**config.mk**
```make
export PLATFORM = sky130hd
export DESIGN_NAME = sort_arbiter
export DESIGN_NICKNAME = d
export VERILOG_FILES = /design/src/rtl/sort_arbiter.sv
export SDC_FILE = /design/constraint.sdc
export NUM_CORES = 1
export LEC_CHECK = 0
export ABC_AREA = 1
export CORE_AREA = 2 2 184 186
export CTS_CLUSTER_SIZE = 20
export DETAILED_ROUTE_END_ITERATION = 16
export DIE_AREA = 0 0 186 188
export PLACE_DENSITY_LB_ADDON = 0.15
export SKIP_LAST_GASP = 1
export SYNTH_ARGS = -nofsm -noshare
export SYNTH_HDL_FRONTEND = slang
export SYNTH_SLANG_ARGS = --single-unit
```
**constraint.sdc**
```tcl
create_clock -name clk -period 2.7 [get_ports clk]
set_clock_uncertainty 0.1 [all_clocks]
set_input_delay 0.81 -clock clk [delete_from_list [all_inputs] [get_ports clk]]
set_output_delay 0.81 -clock clk [all_outputs]
set_load 0.02 [all_outputs]
```
**src/rtl/sort_arbiter.sv**
```systemverilog
// rtl/sort_arbiter.sv - round-robin controller sharing one bitonic sorter among several requesters
//
// Purpose: accepts one sort job at a time from NUM_REQ requesters (rotating
// priority), feeds the registered operand vector to the sorter, waits for
// done under a timeout guard, and returns the result to the granted requester.
//
// Ports:
//   clk, reset            clock (rising edge), asynchronous active-low reset
//   req_valid/req_ready   per-requester job handshake (req_ready is one-hot)
//   req_data              packed operand vectors, requester r at slice r
//   rsp_valid/rsp_ready   per-requester result handshake (rsp_valid is one-hot)
//   rsp_data, rsp_err     shared result bus; rsp_err flags a timeout abort
//   srt_valid, srt_data_in, srt_done, srt_data_out   sorter interface
//   busy                  high whenever a job is in flight
//   grant_id              current or most recently granted requester

module sort_arbiter #(
  parameter int NUM_REQ    = 4,
  parameter int NUM_INPUT  = 8,
  parameter int DATA_WIDTH = 8,
  parameter int TIMEOUT    = 64,
  localparam int ALL_WIDTH = NUM_INPUT * DATA_WIDTH,
  localparam int ID_W      = (NUM_REQ > 1) ? $clog2(NUM_REQ) : 1
) (
  input  logic                         clk,
  input  logic                         reset,
  input  logic [NUM_REQ-1:0]           req_valid,
  input  logic [NUM_REQ*ALL_WIDTH-1:0] req_data,
  output logic [NUM_REQ-1:0]           req_ready,
  output logic [NUM_REQ-1:0]           rsp_valid,
  input  logic [NUM_REQ-1:0]           rsp_ready,
  output logic [ALL_WIDTH-1:0]         rsp_data,
  output logic                         rsp_err,
  output logic [ALL_WIDTH-1:0]         srt_data_in,
  output logic                         srt_valid,
  input  logic                         srt_done,
  input  logic [ALL_WIDTH-1:0]         srt_data_out,
  output logic                         busy,
  output logic [ID_W-1:0]              grant_id
);

  localparam int CNT_W = $clog2(TIMEOUT);

  typedef enum logic [1:0] {IDLE, WAIT, RESP, FLUSH} state_t;

  state_t               state;
  state_t               state_nxt;
  logic [ID_W-1:0]      last;
  logic [ID_W-1:0]      pick;
  logic [ID_W-1:0]      cand;
  logic                 found;
  logic [CNT_W-1:0]     cnt;
  logic [ALL_WIDTH-1:0] operand;
  logic [ALL_WIDTH-1:0] result;
  logic                 err;
  logic                 timeout_hit;

  // Rotating priority: scan last+1, last+2, ... with wrap; the previous winner
  // is checked last, so a requester that re-requests cannot jump the queue.
  always_comb begin
    found = 1'b0;
    pick  = '0;
    cand  = '0;
    for (int i = 1; i <= NUM_REQ; i++) begin
      cand = ID_W'((int'(last) + i) % NUM_REQ);
      if (!found && req_valid[cand]) begin
        found = 1'b1;
        pick  = cand;
      end
    end
  end

  assign timeout_hit = (cnt == CNT_W'(TIMEOUT - 1));

  // req_ready is qualified by reset so every output reads zero while reset is held.
  always_comb begin
    req_ready = '0;
    if (reset && state == IDLE && found) req_ready[pick] = 1'b1;
  end

  always_comb begin
    rsp_valid = '0;
    if (state == RESP) rsp_valid[grant_id] = 1'b1;
  end

  assign srt_valid   = (state == WAIT);
  assign srt_data_in = operand;
  assign rsp_data    = (state == RESP) ? result : '0;
  assign rsp_err     = (state == RESP) && err;
  assign busy        = (state != IDLE);

  always_ff @(posedge clk or negedge reset) begin
    if (!reset) state <= IDLE;
    else        state <= state_nxt;
  end

  // FLUSH waits for done to drop so a lingering done from this job cannot
  // complete the next one on its first WAIT cycle.
  always_comb begin
    state_nxt = state;
    case (state)
      IDLE:    if (found) state_nxt = WAIT;
      WAIT:    if (srt_done || timeout_hit) state_nxt = RESP;
      RESP:    if (rsp_ready[grant_id]) state_nxt = FLUSH;
      FLUSH:   if (!srt_done) state_nxt = IDLE;
      default: state_nxt = IDLE;
    endcase
  end

  always_ff @(posedge clk or negedge reset) begin
    if (!reset) begin
      last     <= ID_W'(NUM_REQ - 1);
      grant_id <= '0;
      cnt      <= '0;
      operand  <= '0;
      result   <= '0;
      err      <= 1'b0;
    end else begin
      case (state)
        IDLE: begin
          if (found) begin
            operand  <= req_data[ALL_WIDTH*int'(pick) +: ALL_WIDTH];
            grant_id <= pick;
            last     <= pick;
            cnt      <= '0;
          end
        end
        WAIT: begin
          // done wins over timeout when both land on the same cycle
          if (srt_done) begin
            result <= srt_data_out;
            err    <= 1'b0;
          end else if (timeout_hit) begin
            result <= '0;
            err    <= 1'b1;
          end else begin
            cnt <= cnt + CNT_W'(1);
          end
        end
        default: ;
      endcase
    end
  end

endmodule

```
=== After elaboration in Yosys (flattened, before gate mapping) ===
Index checks and enable logic that the tools add are counted.

* Register bits: 141
* Output and inout port bits: 141
* Word-level logic and storage cells: 89

* $add $sub $neg: 5
* Magnitude comparators: 8
* Eq/ne operators: 10
* Shifts and indexed selects: 1
* Mux-type cells: 38
* Reduce and logical (&&, ||, !) cells: 20

{| class="wikitable"
|+ Operators with widths
! cell !! number
|-
| 256-bit by 9-bit indexed part select with 64-bit output || 1
|-
| 64-bit two-way mux || 3
|-
| 2-bit by 3-bit < comparator with 1-bit output (second input constant) || 6
|-
| 6-bit two-way mux || 3
|-
| 2-bit two-way mux || 8
|-
| 1-bit two-way mux || 13
|-
| 6-bit case mux with 2 select lines || 1
|-
| 1-bit binary-select mux with 2-bit select || 5
|-
| 1-bit logical AND || 8
|-
| 4-bit two-way mux || 2
|-
| 2-bit != test (second input constant) || 4
|-
| 2-bit case mux with 4 select lines || 1
|-
| 4-bit AND reduction || 2
|-
| 6-bit by 1-bit adder with 6-bit output (second input constant) || 1
|-
| 6-bit equality test (second input constant) || 1
|-
| 2-bit nonzero test || 3
|-
| 2-bit by 1-bit adder with 2-bit output (second input constant) || 2
|-
| 2-bit adder (second input constant) || 2
|-
| 1-bit demux with 2-bit select || 2
|-
| 2-bit equality test (second input constant) || 2
|-
| 2-bit by 1-bit >= comparator with 1-bit output (second input constant) || 2
|-
| 2-bit by 1-bit != test with 1-bit output (second input constant) || 2
|-
| 2-bit AND reduction || 2
|-
| 1-bit logical NOT || 3
|-
| other kinds (3) || 3
|}

=== Longest topological paths before layout ===
* Depth in word-level cells: 18
* Gate-level depth with buffers: 18

=== Worst setup path after synthesis ===
No wires, ideal clock.

* Path type: input to output
* Start point: in req_valid[3]
* End point: out req_ready[2]
* Arrival time: 2.251 ns
* Data required time: 1.790 ns
* Path slack: -0.461 ns
* Cell stages on the path: 11
* Path through: nand2_1 -> nand2_1 -> nand2_1 -> nand2_2 -> nor2_4 -> nand3_2 -> nand3_2 -> buf_6 -> buf_6 -> inv_2 -> nor3_1

* Longest elaborated chain between the ends: 17

{| class="wikitable"
|+ Ends and longest elaborated chain
! element !! line !! RTL
|-
| from (decl) || 27 || <nowiki>input logic [NUM_REQ-1:0] req_valid,</nowiki>
|-
| 1-bit binary-select mux with 2-bit select || 66 || <nowiki>if (!found && req_valid[cand]) begin</nowiki>
|-
| 1-bit two-way mux (not written as such) || 66 ||
|-
| 1-bit two-way mux || 66 ||
|-
| 1-bit logical NOT || 66 ||
|-
| 1-bit logical AND || 66 ||
|-
| 1-bit two-way mux || 66 ||
|-
| 1-bit logical NOT || 66 ||
|-
| 1-bit logical AND || 66 ||
|-
| 1-bit two-way mux || 66 ||
|-
| 1-bit logical NOT || 66 ||
|-
| 1-bit logical AND || 66 ||
|-
| 2-bit two-way mux || 66 ||
|-
| 2-bit by 3-bit < comparator with 1-bit output (not written as such) or 2-bit by 1-bit >= comparator with 1-bit output (tied branches) || 78 || <nowiki>if (reset && state == IDLE && found) req_ready[pick] = 1'b1;</nowiki>
|-
| 1-bit logical AND (not written as such) || 78 ||
|-
| 1-bit two-way mux (not written as such) || 78 ||
|-
| 1-bit demux with 2-bit select || 78 ||
|-
| 4-bit two-way mux (*) || 78 ||
|-
| to (decl) || 29 || <nowiki>output logic [NUM_REQ-1:0] req_ready,</nowiki>
|}

Mark *: on every way between the ends. The rest lies on a longest branch, timed or not. The select of a mux whose other input is x is not followed.

=== Worst setup path in the final report ===
* Start point: in req_valid[1]
* End point: out req_ready[0]

Same word-level chain as after synthesis.

==> results_dict.tcl <==
set metrics [dict create \
    synth.ff_latch_count 141 \
    largest_net_degree_at_the_start_of_global_routing 74 \
    detailed_place_hpwl_um 26600 \
    totalNegativeSetupSlack_ps -2310 \
    commonest_cells_after_routing_fill_and_taps_aside "sky130_fd_sc_hd__nand2_1, sky130_fd_sc_hd__clkdlybuf4s50_1, sky130_fd_sc_hd__dfrtp_1, sky130_fd_sc_hd__nand4_1, sky130_fd_sc_hd__inv_1" \
    synth.mux.area_fraction_pct 0 \
    count_of_flip_flops_with_a_built_in_enable_after_synthesis 0 \
    clock-root-buffer "sky130_fd_sc_hd__clkbuf_16" \
    slew-limit-headroom_pct 41.4 \
    die_y_um 188 \
    primary_ff_master_synth "sky130_fd_sc_hd__dfrtp_1" \
    number_of_warning_messages_in_the_yosys_log 0 \
    global_route_wire_length_before_repair_um 58500 \
    multi_input_gate_area_mm2 0.00478 \
    min_path_type "input pin to asynchronous set/reset pin" \
    syn_avg_cell_area_um2 6.72 \
    critical_path.n_buffers_inverters 4 \
    placement_rows 67 \
    synth_adder_area_share_pct 0.693 \
    ctsLongestPathBuffers 2 \
    async_flop_share_pct 100 \
    synth_simple_gate_area_share_pct 42.5 \
    power.static_leakage_nw 8.24 \
    status "finished, violations left" \
    layout.cells.most_common "sky130_fd_sc_hd__nand2_1" \
    post-place-ws_ps -1240 \
    synth.distinct_cells 30 \
    gpl.final_weighted_congestion 0.892 \
    groute.usage.overall_pct 21.6 \
    cp_max_fo 4 \
    maxSlewViolCount 0 \
    drt_drc_violations_left 0 \
    fin_crit_ps 3200 \
    count_of_final_setup_violators 15 \
    maximum_frequency_from_static_timing_analysis_ghz 0.312 \
    starting_density_of_the_core_pct 27.3 \
    critical_path.top_delay_family "simple AND/OR/NAND/NOR gates" \
    worst-slew-pin-transition_ps 879 \
    port_buffers 471 \
    power_density_mw_per_mm2 1510 \
    synth_compound_gate_area_share_pct 7.29 \
    synthCells 1345 \
    drtAntennaViolNets 0 \
    regArea_mm2 0.00353 \
    vias_in_the_first_global_route 10300 \
    hold_buffers 0 \
    finalCritPeriodShare_pct 119 \
    cts.sinks 141 \
    largest_family_of_logic_cells_by_synthesized_area "simple AND/OR/NAND/NOR gates" \
    grt_overflow 0 \
    via_count 10600 \
    grt_setup_unrepaired "yes" \
    worst_ep_arrival_time_ps 2290 \
    crit_chain "dlygate4sd2_1, nand2_1, nand2_2, nand2_4, buf_4, a31oi_1, nand2_1, nor2_4, inv_4, nor3_4, buf_6" \
    synth.yosys.seq_area_share_pct 39.1 \
    final_cell_area_mm2 0.0155 \
    clkTransAtPathRegs_ps 70 \
    endpoint_kind "primary output" \
    dr.pass1.iters 5 \
    cpPeakStageDelay_ps 250 \
    synth_xor_area_share_pct 0.388 \
    syn-cell-area_mm2 0.00903 \
    timing.final.hold_violations 0 \
    tritoncts "done" \
    synth.net_count 1681 \
    worstSetupPathType "input pin to primary output" \
    numCtsBuffers 17 \
    avgViaCountPerCell 4.68 \
    core_box_area_mm2 0.0331 \
    drive_gt1_share_pct 12.8 \
    cp-start-kind "input pin" \
    top_level_ports 472 \
    synthToLayoutAreaGrowth_pct 71.9 \
    antenna_found_initial 2 \
    detail_route.iter0.violations 510 \
    worst_skew_pair.late_latency_ps 420 \
    power.ir.vdd_worst_v 0.00210 \
    die_w_um 186 \
    required_time_reported_for_the_critical_path_endpoint_ps 1790 \
    critPathMostFrequentCell "sky130_fd_sc_hd__nand2_1" \
    floorplan.die_area_mm2 0.0350 \
    cts_htree_levels 4 \
    fill_cells 3304 \
    final_critical_path_setup_slack_ps -500 \
    layout_nets 2148 \
    violated_checks "setup timing" \
    drv.max_cap_violation_count 0 \
    routed_wl_um 41100 \
    wl_per_cell_um 18.1 \
    post_dp_cell_area_mm2 0.0143 \
    crit_path_top_delay_cell "sky130_fd_sc_hd__dlygate4sd2_1" \
]
## per-stage QoR
step                      hold WS, ps  cells  power [mW]  util (%)
after floorplan                   352   1345        13.7         -
after global placement            363   2205        18.4      43.1
after detailed placement          364   2205        18.4      43.1
after CTS                         296   2253        21.6      45.4
after global routing              312   2274        25.4      46.9
final                             312   2275        23.4      46.9
## worst paths after layout
| check | cells past startpoint | startpoint | slack, ps | to |
|---|---|---|---|---|
| setup / recovery | 11 | req_valid[1] | -500 | req_ready[0] |
| hold / removal | 2 | reset | 310 | srt_data_in[6] |
| setup reg to reg | 17 | last[0] | 120 | srt_data_in[27] |
| hold reg to reg | 2 | srt_data_in[61] | 380 | srt_data_in[61] |
| max in group asynchronous | 3 | reset | 970 | err |
| min in group clk | 2 | srt_data_in[61] | 380 | srt_data_in[61] |
## Yosys cell counts (2+ instances only)
cell type                  instances  area, um2
sky130_fd_sc_hd__ha_1              5       62.6
sky130_fd_sc_hd__a21oi_1           6       30.0
sky130_fd_sc_hd__dfrtp_1         139       3480
sky130_fd_sc_hd__buf_1             9       33.8
sky130_fd_sc_hd__nor3_1           11       55.1
sky130_fd_sc_hd__xor2_1            4       35.0
sky130_fd_sc_hd__buf_6            11        124
sky130_fd_sc_hd__clkbuf_1         29        109
sky130_fd_sc_hd__nand2_1         751       2820
sky130_fd_sc_hd__nor2_2            2       12.5
sky130_fd_sc_hd__nand3_1           9       45.0
sky130_fd_sc_hd__inv_2             6       22.5
sky130_fd_sc_hd__inv_1            83        312
sky130_fd_sc_hd__nor2_1            5       18.8
sky130_fd_sc_hd__buf_4             8       60.1
sky130_fd_sc_hd__a22o_1           64        561
sky130_fd_sc_hd__o21ai_0           8       40.0
sky130_fd_sc_hd__dfstp_2           2       52.6
sky130_fd_sc_hd__nand2_2           5       31.3
sky130_fd_sc_hd__nand3_2           3       30.0
sky130_fd_sc_hd__buf_2            48        240
sky130_fd_sc_hd__nand4_1         129        807
## flip-flops by register name, indices dropped and copies added (netlist names)
signal,count
last,2
result,64
err,1
state,2
srt_data_in,64
cnt,6
grant_id,2
## report_power, final
part / internal, mW / switching (mW)
Sequential: 3.08 / 0.523
Combinational: 7.09 / 10.3
Clock: 1.32 / 1.11
## worst register-to-register path, cell delays in order, from the launching register on
cell and delay, ps:
sky130_fd_sc_hd__dfstp_2 560, sky130_fd_sc_hd__buf_6 140, sky130_fd_sc_hd__inv_8 50, sky130_fd_sc_hd__nand2_1 70
sky130_fd_sc_hd__nand2_2 80, sky130_fd_sc_hd__nand2_4 60, sky130_fd_sc_hd__nand2_2 80, sky130_fd_sc_hd__nor2_4 150
sky130_fd_sc_hd__nand3_4 110, sky130_fd_sc_hd__buf_4 180, sky130_fd_sc_hd__buf_16 220, sky130_fd_sc_hd__buf_16 230
sky130_fd_sc_hd__nand4_1 90, sky130_fd_sc_hd__nand2_1 110, sky130_fd_sc_hd__nand2_1 90, sky130_fd_sc_hd__nand2_1 60
sky130_fd_sc_hd__nand2_1 60, sky130_fd_sc_hd__nand2_1 50
## kinds of logic after synthesis
kind of cell / count (synthesis)
adders and majority gates: 5
AOI/OAI and AO/OA: 82
xor gates and xnor gates: 4
and+or+nand+nor: 917
buffers and inverters: 196
DFF: 141
## timing repair
item	CTS	global route
setup buffers	13	11
gates resized for setup	325	99
gates cloned	3	13
hold endpoints to repair	0	0
pin swaps	7	9
setup endpoints to repair	144	119
## layer usage
layer	vias up	wire length, um	share of wire (%)	GRT usage (%)
li1	5259	-	-	-
met1	4990	17000	41	25.7
met2	345	20600	50	38.2
met3	46	2640	6.4	5.44
met4	0	858	2.1	6.03
met5	-	0	0	0
## area by class of cell
type	count	area share, %
inverters	91	2.26
well taps	448	3.61
clock inverters	15	1.14
multi-input cells	1008	30.8
diodes	2	0.0322
repair buffers	553	36.7
flip-flops and latches	141	22.7
clock buffers	17	2.74
Power figures use the tool's default switching activity.
